**config.mk**
```make
export PLATFORM = sky130hd
export DESIGN_NAME = sdram_arbiter3
export DESIGN_NICKNAME = d
export VERILOG_FILES = /design/src/rtl/sdram_arbiter3.sv
export SDC_FILE = /design/constraint.sdc
export NUM_CORES = 1
export LEC_CHECK = 0
export CORE_ASPECT_RATIO = 0.9
export CORE_UTILIZATION = 26
export DETAILED_ROUTE_END_ITERATION = 8
export PLACE_DENSITY = 0.88
export SYNTH_ARGS = -nofsm -noshare
export SYNTH_HDL_FRONTEND = slang
export SYNTH_SLANG_ARGS = --single-unit
```
**constraint.sdc**
```tcl
create_clock -name clk_i -period 1.9 [get_ports clk_i]
set_input_delay 0.19 -clock clk_i [delete_from_list [all_inputs] [get_ports clk_i]]
set_output_delay 0.19 -clock clk_i [all_outputs]
set_load 0.01 [all_outputs]
```
**src/rtl/sdram_arbiter3.sv**
```systemverilog
// sdram_arbiter3
// Three-requester arbiter/sequencer in front of a single-command SDRAM
// controller. One transaction is in flight at a time; read responses are
// routed back to the requester that owns the current transaction.
//
// Priority: video always wins. CPU and DMA alternate round-robin, but DMA
// may only take consecutive grants from a waiting CPU up to DMA_MAX_RUN.
//
// Ports
//   clk_i, rst_n_i             clock, asynchronous active-low reset
//   {vid,cpu,dma}_cmd_*        command request/accept per requester
//   {cpu,dma}_wr/wdata/wmask   write payload (video is read-only)
//   {vid,cpu,dma}_resp_*       per-requester read beat strobes
//   rdata_o                    shared read data, qualified by a resp_valid
//   sdram_*                    command/response interface to the controller
//   busy_o                     a transaction is being issued or awaited
module sdram_arbiter3 #(
  parameter int ADDR_W      = 24,
  parameter int DMA_MAX_RUN = 4
) (
  input  logic              clk_i,
  input  logic              rst_n_i,
  // video requester (read-only)
  input  logic              vid_cmd_valid_i,
  output logic              vid_cmd_ready_o,
  input  logic [ADDR_W-1:0] vid_addr_i,
  input  logic              vid_burst_i,
  output logic              vid_resp_valid_o,
  output logic              vid_resp_last_o,
  // cpu requester
  input  logic              cpu_cmd_valid_i,
  output logic              cpu_cmd_ready_o,
  input  logic              cpu_wr_i,
  input  logic [ADDR_W-1:0] cpu_addr_i,
  input  logic              cpu_burst_i,
  input  logic [15:0]       cpu_wdata_i,
  input  logic [1:0]        cpu_wmask_i,
  output logic              cpu_resp_valid_o,
  output logic              cpu_resp_last_o,
  // dma requester
  input  logic              dma_cmd_valid_i,
  output logic              dma_cmd_ready_o,
  input  logic              dma_wr_i,
  input  logic [ADDR_W-1:0] dma_addr_i,
  input  logic              dma_burst_i,
  input  logic [15:0]       dma_wdata_i,
  input  logic [1:0]        dma_wmask_i,
  output logic              dma_resp_valid_o,
  output logic              dma_resp_last_o,
  // shared read data
  output logic [15:0]       rdata_o,
  // sdram controller side
  output logic              sdram_cmd_valid_o,
  input  logic              sdram_cmd_ready_i,
  output logic              sdram_rd_o,
  output logic              sdram_wr_o,
  output logic [ADDR_W-1:0] sdram_addr_o,
  output logic [15:0]       sdram_wdata_o,
  output logic [1:0]        sdram_wmask_o,
  output logic              sdram_burst_o,
  input  logic              sdram_resp_valid_i,
  input  logic              sdram_resp_last_i,
  input  logic [15:0]       sdram_rdata_i,
  output logic              busy_o
);

  typedef enum logic [1:0] {
    ST_IDLE  = 2'd0,
    ST_ISSUE = 2'd1,
    ST_WAIT  = 2'd2
  } state_t;

  typedef enum logic [1:0] {
    OWN_NONE = 2'd0,
    OWN_VID  = 2'd1,
    OWN_CPU  = 2'd2,
    OWN_DMA  = 2'd3
  } owner_t;

  localparam logic [3:0] RUN_MAX = 4'(DMA_MAX_RUN);
  localparam logic [3:0] RUN_SAT = 4'd15;

  state_t              state_r, state_s;
  owner_t              owner_r, owner_s;
  logic                rr_dma_r, rr_dma_s;   // 1: last CPU/DMA grant went to DMA
  logic [3:0]          dma_run_r, dma_run_s;

  logic                gnt_vid_s, gnt_cpu_s, gnt_dma_s;
  logic                sel_valid_s, sel_wr_s, sel_burst_s;
  logic [ADDR_W-1:0]   sel_addr_s;
  logic [15:0]         sel_wdata_s;
  logic [1:0]          sel_wmask_s;
  logic                hs_s;

  // Arbitration decision among the current requests (used only in IDLE).
  always_comb begin
    gnt_vid_s = 1'b0;
    gnt_cpu_s = 1'b0;
    gnt_dma_s = 1'b0;
    if (vid_cmd_valid_i) begin
      gnt_vid_s = 1'b1;
    end else if (cpu_cmd_valid_i && dma_cmd_valid_i) begin
      // DMA takes its turn only if CPU had the last one and the run cap allows.
      if (!rr_dma_r && (dma_run_r < RUN_MAX)) begin
        gnt_dma_s = 1'b1;
      end else begin
        gnt_cpu_s = 1'b1;
      end
    end else if (cpu_cmd_valid_i) begin
      gnt_cpu_s = 1'b1;
    end else if (dma_cmd_valid_i) begin
      gnt_dma_s = 1'b1;
    end else begin
      gnt_vid_s = 1'b0;
    end
  end

  // Select the current owner's live request payload.
  always_comb begin
    sel_valid_s = 1'b0;
    sel_wr_s    = 1'b0;
    sel_burst_s = 1'b0;
    sel_addr_s  = '0;
    sel_wdata_s = 16'd0;
    sel_wmask_s = 2'd0;
    case (owner_r)
      OWN_VID: begin
        sel_valid_s = vid_cmd_valid_i;
        sel_burst_s = vid_burst_i;
        sel_addr_s  = vid_addr_i;
      end
      OWN_CPU: begin
        sel_valid_s = cpu_cmd_valid_i;
        sel_wr_s    = cpu_wr_i;
        sel_burst_s = cpu_burst_i;
        sel_addr_s  = cpu_addr_i;
        sel_wdata_s = cpu_wdata_i;
        sel_wmask_s = cpu_wmask_i;
      end
      OWN_DMA: begin
        sel_valid_s = dma_cmd_valid_i;
        sel_wr_s    = dma_wr_i;
        sel_burst_s = dma_burst_i;
        sel_addr_s  = dma_addr_i;
        sel_wdata_s = dma_wdata_i;
        sel_wmask_s = dma_wmask_i;
      end
      default: begin
        sel_valid_s = 1'b0;
      end
    endcase
  end

  // FSM next state, bookkeeping updates, command drive and response routing.
  always_comb begin
    state_s           = state_r;
    owner_s           = owner_r;
    rr_dma_s          = rr_dma_r;
    dma_run_s         = dma_run_r;
    hs_s              = 1'b0;
    vid_cmd_ready_o   = 1'b0;
    cpu_cmd_ready_o   = 1'b0;
    dma_cmd_ready_o   = 1'b0;
    vid_resp_valid_o  = 1'b0;
    vid_resp_last_o   = 1'b0;
    cpu_resp_valid_o  = 1'b0;
    cpu_resp_last_o   = 1'b0;
    dma_resp_valid_o  = 1'b0;
    dma_resp_last_o   = 1'b0;
    rdata_o           = 16'd0;
    sdram_cmd_valid_o = 1'b0;
    sdram_rd_o        = 1'b0;
    sdram_wr_o        = 1'b0;
    sdram_addr_o      = '0;
    sdram_wdata_o     = 16'd0;
    sdram_wmask_o     = 2'd0;
    sdram_burst_o     = 1'b0;
    case (state_r)
      ST_IDLE: begin
        if (gnt_vid_s) begin
          owner_s = OWN_VID;
          state_s = ST_ISSUE;
        end else if (gnt_cpu_s) begin
          owner_s   = OWN_CPU;
          state_s   = ST_ISSUE;
          rr_dma_s  = 1'b0;
          dma_run_s = 4'd0;
        end else if (gnt_dma_s) begin
          owner_s  = OWN_DMA;
          state_s  = ST_ISSUE;
          rr_dma_s = 1'b1;
          // The run only counts grants taken while the CPU is waiting.
          if (cpu_cmd_valid_i) begin
            dma_run_s = (dma_run_r == RUN_SAT) ? RUN_SAT : dma_run_r + 4'd1;
          end else begin
            dma_run_s = 4'd0;
          end
        end else begin
          state_s = ST_IDLE;
        end
      end
      ST_ISSUE: begin
        // Payload follows the owner's inputs directly; a dropped valid simply
        // parks the command until the requester re-asserts it.
        sdram_cmd_valid_o = sel_valid_s;
        sdram_rd_o        = ~sel_wr_s;
        sdram_wr_o        = sel_wr_s;
        sdram_addr_o      = sel_addr_s;
        sdram_wdata_o     = sel_wdata_s;
        sdram_wmask_o     = sel_wmask_s;
        sdram_burst_o     = sel_burst_s & ~sel_wr_s;
        hs_s              = sel_valid_s & sdram_cmd_ready_i;
        case (owner_r)
          OWN_VID: vid_cmd_ready_o = hs_s;
          OWN_CPU: cpu_cmd_ready_o = hs_s;
          OWN_DMA: dma_cmd_ready_o = hs_s;
          default: hs_s = 1'b0;
        endcase
        if (hs_s) begin
          if (sel_wr_s) begin
            state_s = ST_IDLE;
            owner_s = OWN_NONE;
          end else begin
            state_s = ST_WAIT;
          end
        end else begin
          state_s = ST_ISSUE;
        end
      end
      ST_WAIT: begin
        if (sdram_resp_valid_i) begin
          rdata_o = sdram_rdata_i;
        end else begin
          rdata_o = 16'd0;
        end
        case (owner_r)
          OWN_VID: begin
            vid_resp_valid_o = sdram_resp_valid_i;
            vid_resp_last_o  = sdram_resp_valid_i & sdram_resp_last_i;
          end
          OWN_CPU: begin
            cpu_resp_valid_o = sdram_resp_valid_i;
            cpu_resp_last_o  = sdram_resp_valid_i & sdram_resp_last_i;
          end
          OWN_DMA: begin
            dma_resp_valid_o = sdram_resp_valid_i;
            dma_resp_last_o  = sdram_resp_valid_i & sdram_resp_last_i;
          end
          default: rdata_o = 16'd0;
        endcase
        if (sdram_resp_valid_i && sdram_resp_last_i) begin
          state_s = ST_IDLE;
          owner_s = OWN_NONE;
        end else begin
          state_s = ST_WAIT;
        end
      end
      default: begin
        state_s = ST_IDLE;
        owner_s = OWN_NONE;
      end
    endcase
  end

  // State, owner and fairness registers.
  always_ff @(posedge clk_i or negedge rst_n_i) begin
    if (!rst_n_i) begin
      state_r   <= ST_IDLE;
      owner_r   <= OWN_NONE;
      rr_dma_r  <= 1'b1;
      dma_run_r <= 4'd0;
    end else begin
      state_r   <= state_s;
      owner_r   <= owner_s;
      rr_dma_r  <= rr_dma_s;
      dma_run_r <= dma_run_s;
    end
  end

  assign busy_o = (state_r != ST_IDLE);

endmodule

```
Yosys cells after proc, flatten, opt, wreduce, memory -nomap -nowiden. Cells that the tools add are included.

Add/sub/neg operators: 1. Multiply operators: 0. Divide/modulo/power cells: 0. Order comparisons: 1. Equal/unequal tests: 10. Shift operators: 0. Multiplexer cells: 66. Bitwise logic cells: 5. Reductions and logical operators: 10.

Operators with widths (count): $pmux 24 s3 (1); $mux 16 (4); $mux 1 (39); $pmux 16 s2 (1); $mux 24 (1); $mux 2 (10); $mux 4 (4); $pmux 2 s3 (2); $eq 2x2->1 const B (3); $ne 2x2->1 const B (3); $pmux 1 s3 (2); $add 4x1->4 const B (1); $eq 2x1->1 const B (2); $eq 4x4->1 const B (1); $lt 4x3->1 const B (1); $ne 4x4->1 const B (1); $pmux 2 s2 (1); $reduce_and 4->1 (1); $reduce_bool 2->1 (2); $and 1x1->1 (3); $logic_and 1x1->1 (3); $reduce_and 3->1 (1); $reduce_or 3->1 (1); $logic_not 2->1 (1); other kinds (3) (4).

Register bits after elaboration: 9. Latch bits: 0. RAM bits: 0. ROM bits: 0. Input port bits: 137. Output and inout port bits: 72. Memories: 0.

Longest topological paths before layout.
Word-level depth: 9. Mapped depth: 7. Gate-level depth less buffers: 4.

Worst setup path after synthesis. Ideal clock, no wire load.

Path type: reg2out. From: register owner_r[0]. To: output port cpu_cmd_ready_o. Arrival time: 1.307 ns. Slack: 0.403 ns. Stages on the path, launching flop included: 7. Buffers on the path: 3. Cell sequence: dfrtp_1 > buf_2 > inv_1 > buf_2 > buf_4 > nand2_1 > nor3_1.

Cells in the longest elaborated chain, start to end: 5.

Ends and longest elaborated chain: from (decl) (line 84) `owner_t owner_r, owner_s;`; from (signal assigned) (line 274) `owner_r <= owner_s;`; $eq 2x2->1 (tied with other cells) (line 126) `case (owner_r)`; $pmux 1 s3 (line 126); $and 1x1->1 (line 212) `hs_s = sel_valid_s & sdram_cmd_ready_i;`; $mux 1 (*) (line 213) `case (owner_r)`; $mux 1 (*) (line 178) `case (state_r)`; to (decl) (line 32) `output logic cpu_cmd_ready_o,`.

Every way passes the cells marked *; elsewhere a longest branch is shown, timed or not.

Worst setup path after layout.
From: register owner_r[1]. To: output port cpu_cmd_ready_o.

The elaborated chain is that of the path after synthesis.

==> results.md <==
* Post-DP HPWL at 6.83 mm
* Synth Area in Adders at 0.00768
* Overflow after GRT at 0
* Core area at 5860 sq um
* Final Hold Viols at 0
* Slew Viols, Final at 0
* Synth Register Bits at 9
* Outcome: finished with violations
* Simple-gate share of the synthesized area at 0.333
* Die Y at 77.1 um
* Die width at 85.4 um
* Worst skew pair latency at 0.23 ns
* R2R depth at 8
* Top cell type's share of synthesized area at 0.264
* PortBufs at 208
* Clock Sinks at 9
* R2r setup slk at 0.04 ns
* Met3 Track Usage GR at 0.0614
* Startpoint types: flip-flop
* Met2 usage at 0.481
* Rows at 26
* Layout cells sized above 1 at 0.124
* Hold_ws at 0.267 ns
* GPL Wtd Cong at 0.868
* Post-route total power at 3.88 mW
* Post-Synth XOR/XNOR Area at 0
* Rel. slew slack at 0.688
* Combinational family with the most area after synthesis: simple AND/OR/NAND/NOR gates
* Post-DP Area at 3930 sq um
* Final setup fails at 2
* Syn Nets at 384
* WL per Instance at 15.6 um
* Pwr Density at 954 nW/um^2
* Met1 usage at 0.257
* Synthesized cell area at 1630 sq um
* EDFF count, synth at 0
* Synth Warn # at 0
* Starting Density at 0.278
* Synth area leaders: mux2i_1, nor2_1, dfrtp_1, a21oi_1, and2_1
* Clock root buffer: clkbuf_8
* Routed vias at 2602
* Final min period at 1.98 ns
* Worst min-delay path class: primary input to asynchronous set/reset pin
* Most used routing layer in global routing: met2
* Final period utilization at 1.04
* N_diodes at 0
* MaxCap Viol Count at 0
* Global-route wire length before repair at 12.9 mm
* Initial DRC Count at 45
* CTS tree: built
* Worst-Margin Slew at 0.466 ns
* Antenna Violating Nets Remaining at 0
* Largest net degree at the start of global routing at 26
* Fin nets at 613
* Leak at 2.15 nW
* Global Route Usage Sum at 0.246
* Design area at 4070 sq um
* Synth Area in Compound Gates at 0.166
* Area grow syn2layout at 150%
* Full die area at 6590 sq um
* Num CTS Buffers at 3
* Asr flop ratio synth at 1.00
* Post-synthesis cell type count at 42
* Peak supply drop at 579 uV
* Vias per inst at 4.78
* CP required at 1.71 ns
* Failing checks: setup timing
* Clk buf depth at 2
* Clock Pin Slew Worst Setup and Hold Paths at 0.04 ns
* CP endpoint kind: primary output
* Top Ports at 209
* Crit Path Max Fanout at 4
* FMAX at 505 MHz
* Synth area leader: mux2i_1
* Multiplexer area fraction after synthesis at 0.280
* Number of global-route vias before repair at 2635
* Max Clock Skew at 0.00165 ns
* Final WS setup at -0.0806 ns
* H-Tree Level Count at 1
* Antenna violations before repair at 0
* Routed wire length at 8.47 mm
* Syn Area/Cell at 6.62 sq um
* Mapped Cells at 246
* Sequential fraction of the synthesis area at 0.139
* CP arrival at 1.79 ns
* First drt pass iteration count at 4
* Setup CP Type: flip-flop to primary output
* RSZ-0062 raised after global routing: yes
* Top FF cell, synth: dfrtp_1
* # DRC at 0
[sequential cells by signal, summed over array words and instances (netlist names)]
| signal | count |
|---|---|
| owner_r | 2 |
| rr_dma_r | 1 |
| state_r | 2 |
| dma_run_r | 4 |
[logic make-up after synthesis]
group | Yosys count
AOI/OAI and AO/OA | 42
DFF | 9
buffers and inverters | 25
and+or+nand+nor | 124
adders and majority gates | 1
muxes | 45
[path summary, 6_finish.rpt]
| path | from | to |
|---|---|---|
| max | owner_r[1] | cpu_cmd_ready_o |
| min | rst_n_i | dma_run_r[3] |
| max reg2reg | owner_r[1] | owner_r[0] |
| min reg2reg | rr_dma_r | rr_dma_r |
| max in group asynchronous | rst_n_i | rr_dma_r |
| min in group clk_i | rr_dma_r | rr_dma_r |
[synthesized netlist by cell type (2+ instances only)]
| cell | instances |
|---|---|
| nor2_1 | 82 |
| and2_1 | 17 |
| dfrtp_1 | 8 |
| buf_1 | 3 |
| a21oi_1 | 25 |
| mux2i_1 | 43 |
| clkbuf_1 | 2 |
| nor3_1 | 5 |
| buf_2 | 11 |
| o21ai_0 | 4 |
| nand2b_1 | 2 |
| inv_1 | 5 |
| nand2_1 | 8 |
| nand3_1 | 3 |
[layer usage]
| metal | routed length (um) | part of all wire |
|---|---|---|
| met1 | 3090 | 0.36 |
| met2 | 4450 | 0.53 |
| met3 | 686 | 0.081 |
| met4 | 242 | 0.029 |
| met5 | 0 | 0 |
[critical path: stages (launching register included)]
cell and delay [ns]:
dfrtp_2 0.46, buf_4 0.17, mux2_4 0.32, o211ai_4 0.23, nor3_1 0.09, dlygate4sd2_1 0.29
[placed cells by master (no fill, tap or decap), drive strengths merged, types with 9 or more instances in the layout]
cell	netlist	layout
a21oi	25	25
and2	17	17
buf	16	35
clkbuf	3	10
clkdlybuf4s50	0	137
dlygate4sd2	0	43
dlymetal6s2s	0	17
mux2i	43	43
nand2	9	9
nor2	83	83
[layout make-up]
class                           instances  area, sq um
Fill cell                             497         1790
Tap cell                               70         87.6
Sequential cell                         9          229
Timing Repair Buffer                  243         2380
Inverter                                6         25.0
Multi-Input combinational cell        212         1300
Clock buffer                            4         45.0
[through the flow]
step	util	setup TNS (ns)	setup slack [ns]	cells
finish	0.695	-0.105	-0.0806	544
global route	0.695	-0.283	-0.132	544
CTS	0.679	-2.36	-0.170	539
detailed placement	0.670	-1.36	-0.120	528
global placement	0.670	-0.931	-0.0633	528
floorplan	-	0	0.403	246
[report_power, final]
group	switching (mW)	total (mW)	internal (mW)	leakage, nW
Clock	0.0740	0.220	0.146	0.0228
Sequential	0.0884	0.359	0.270	0.112
Combinational	1.57	3.30	1.73	2.01
[timing repair]
action | 4_1_cts | 5_1_grt
cloned | 0 | 0
pin swaps | 0 | 1
gates resized for setup | 58 | 43
hold buffers | 0 | 0
buffers inserted | 7 | 5
setup endpoints to repair | 71 | 41
(Power assumes the default switching activity.)
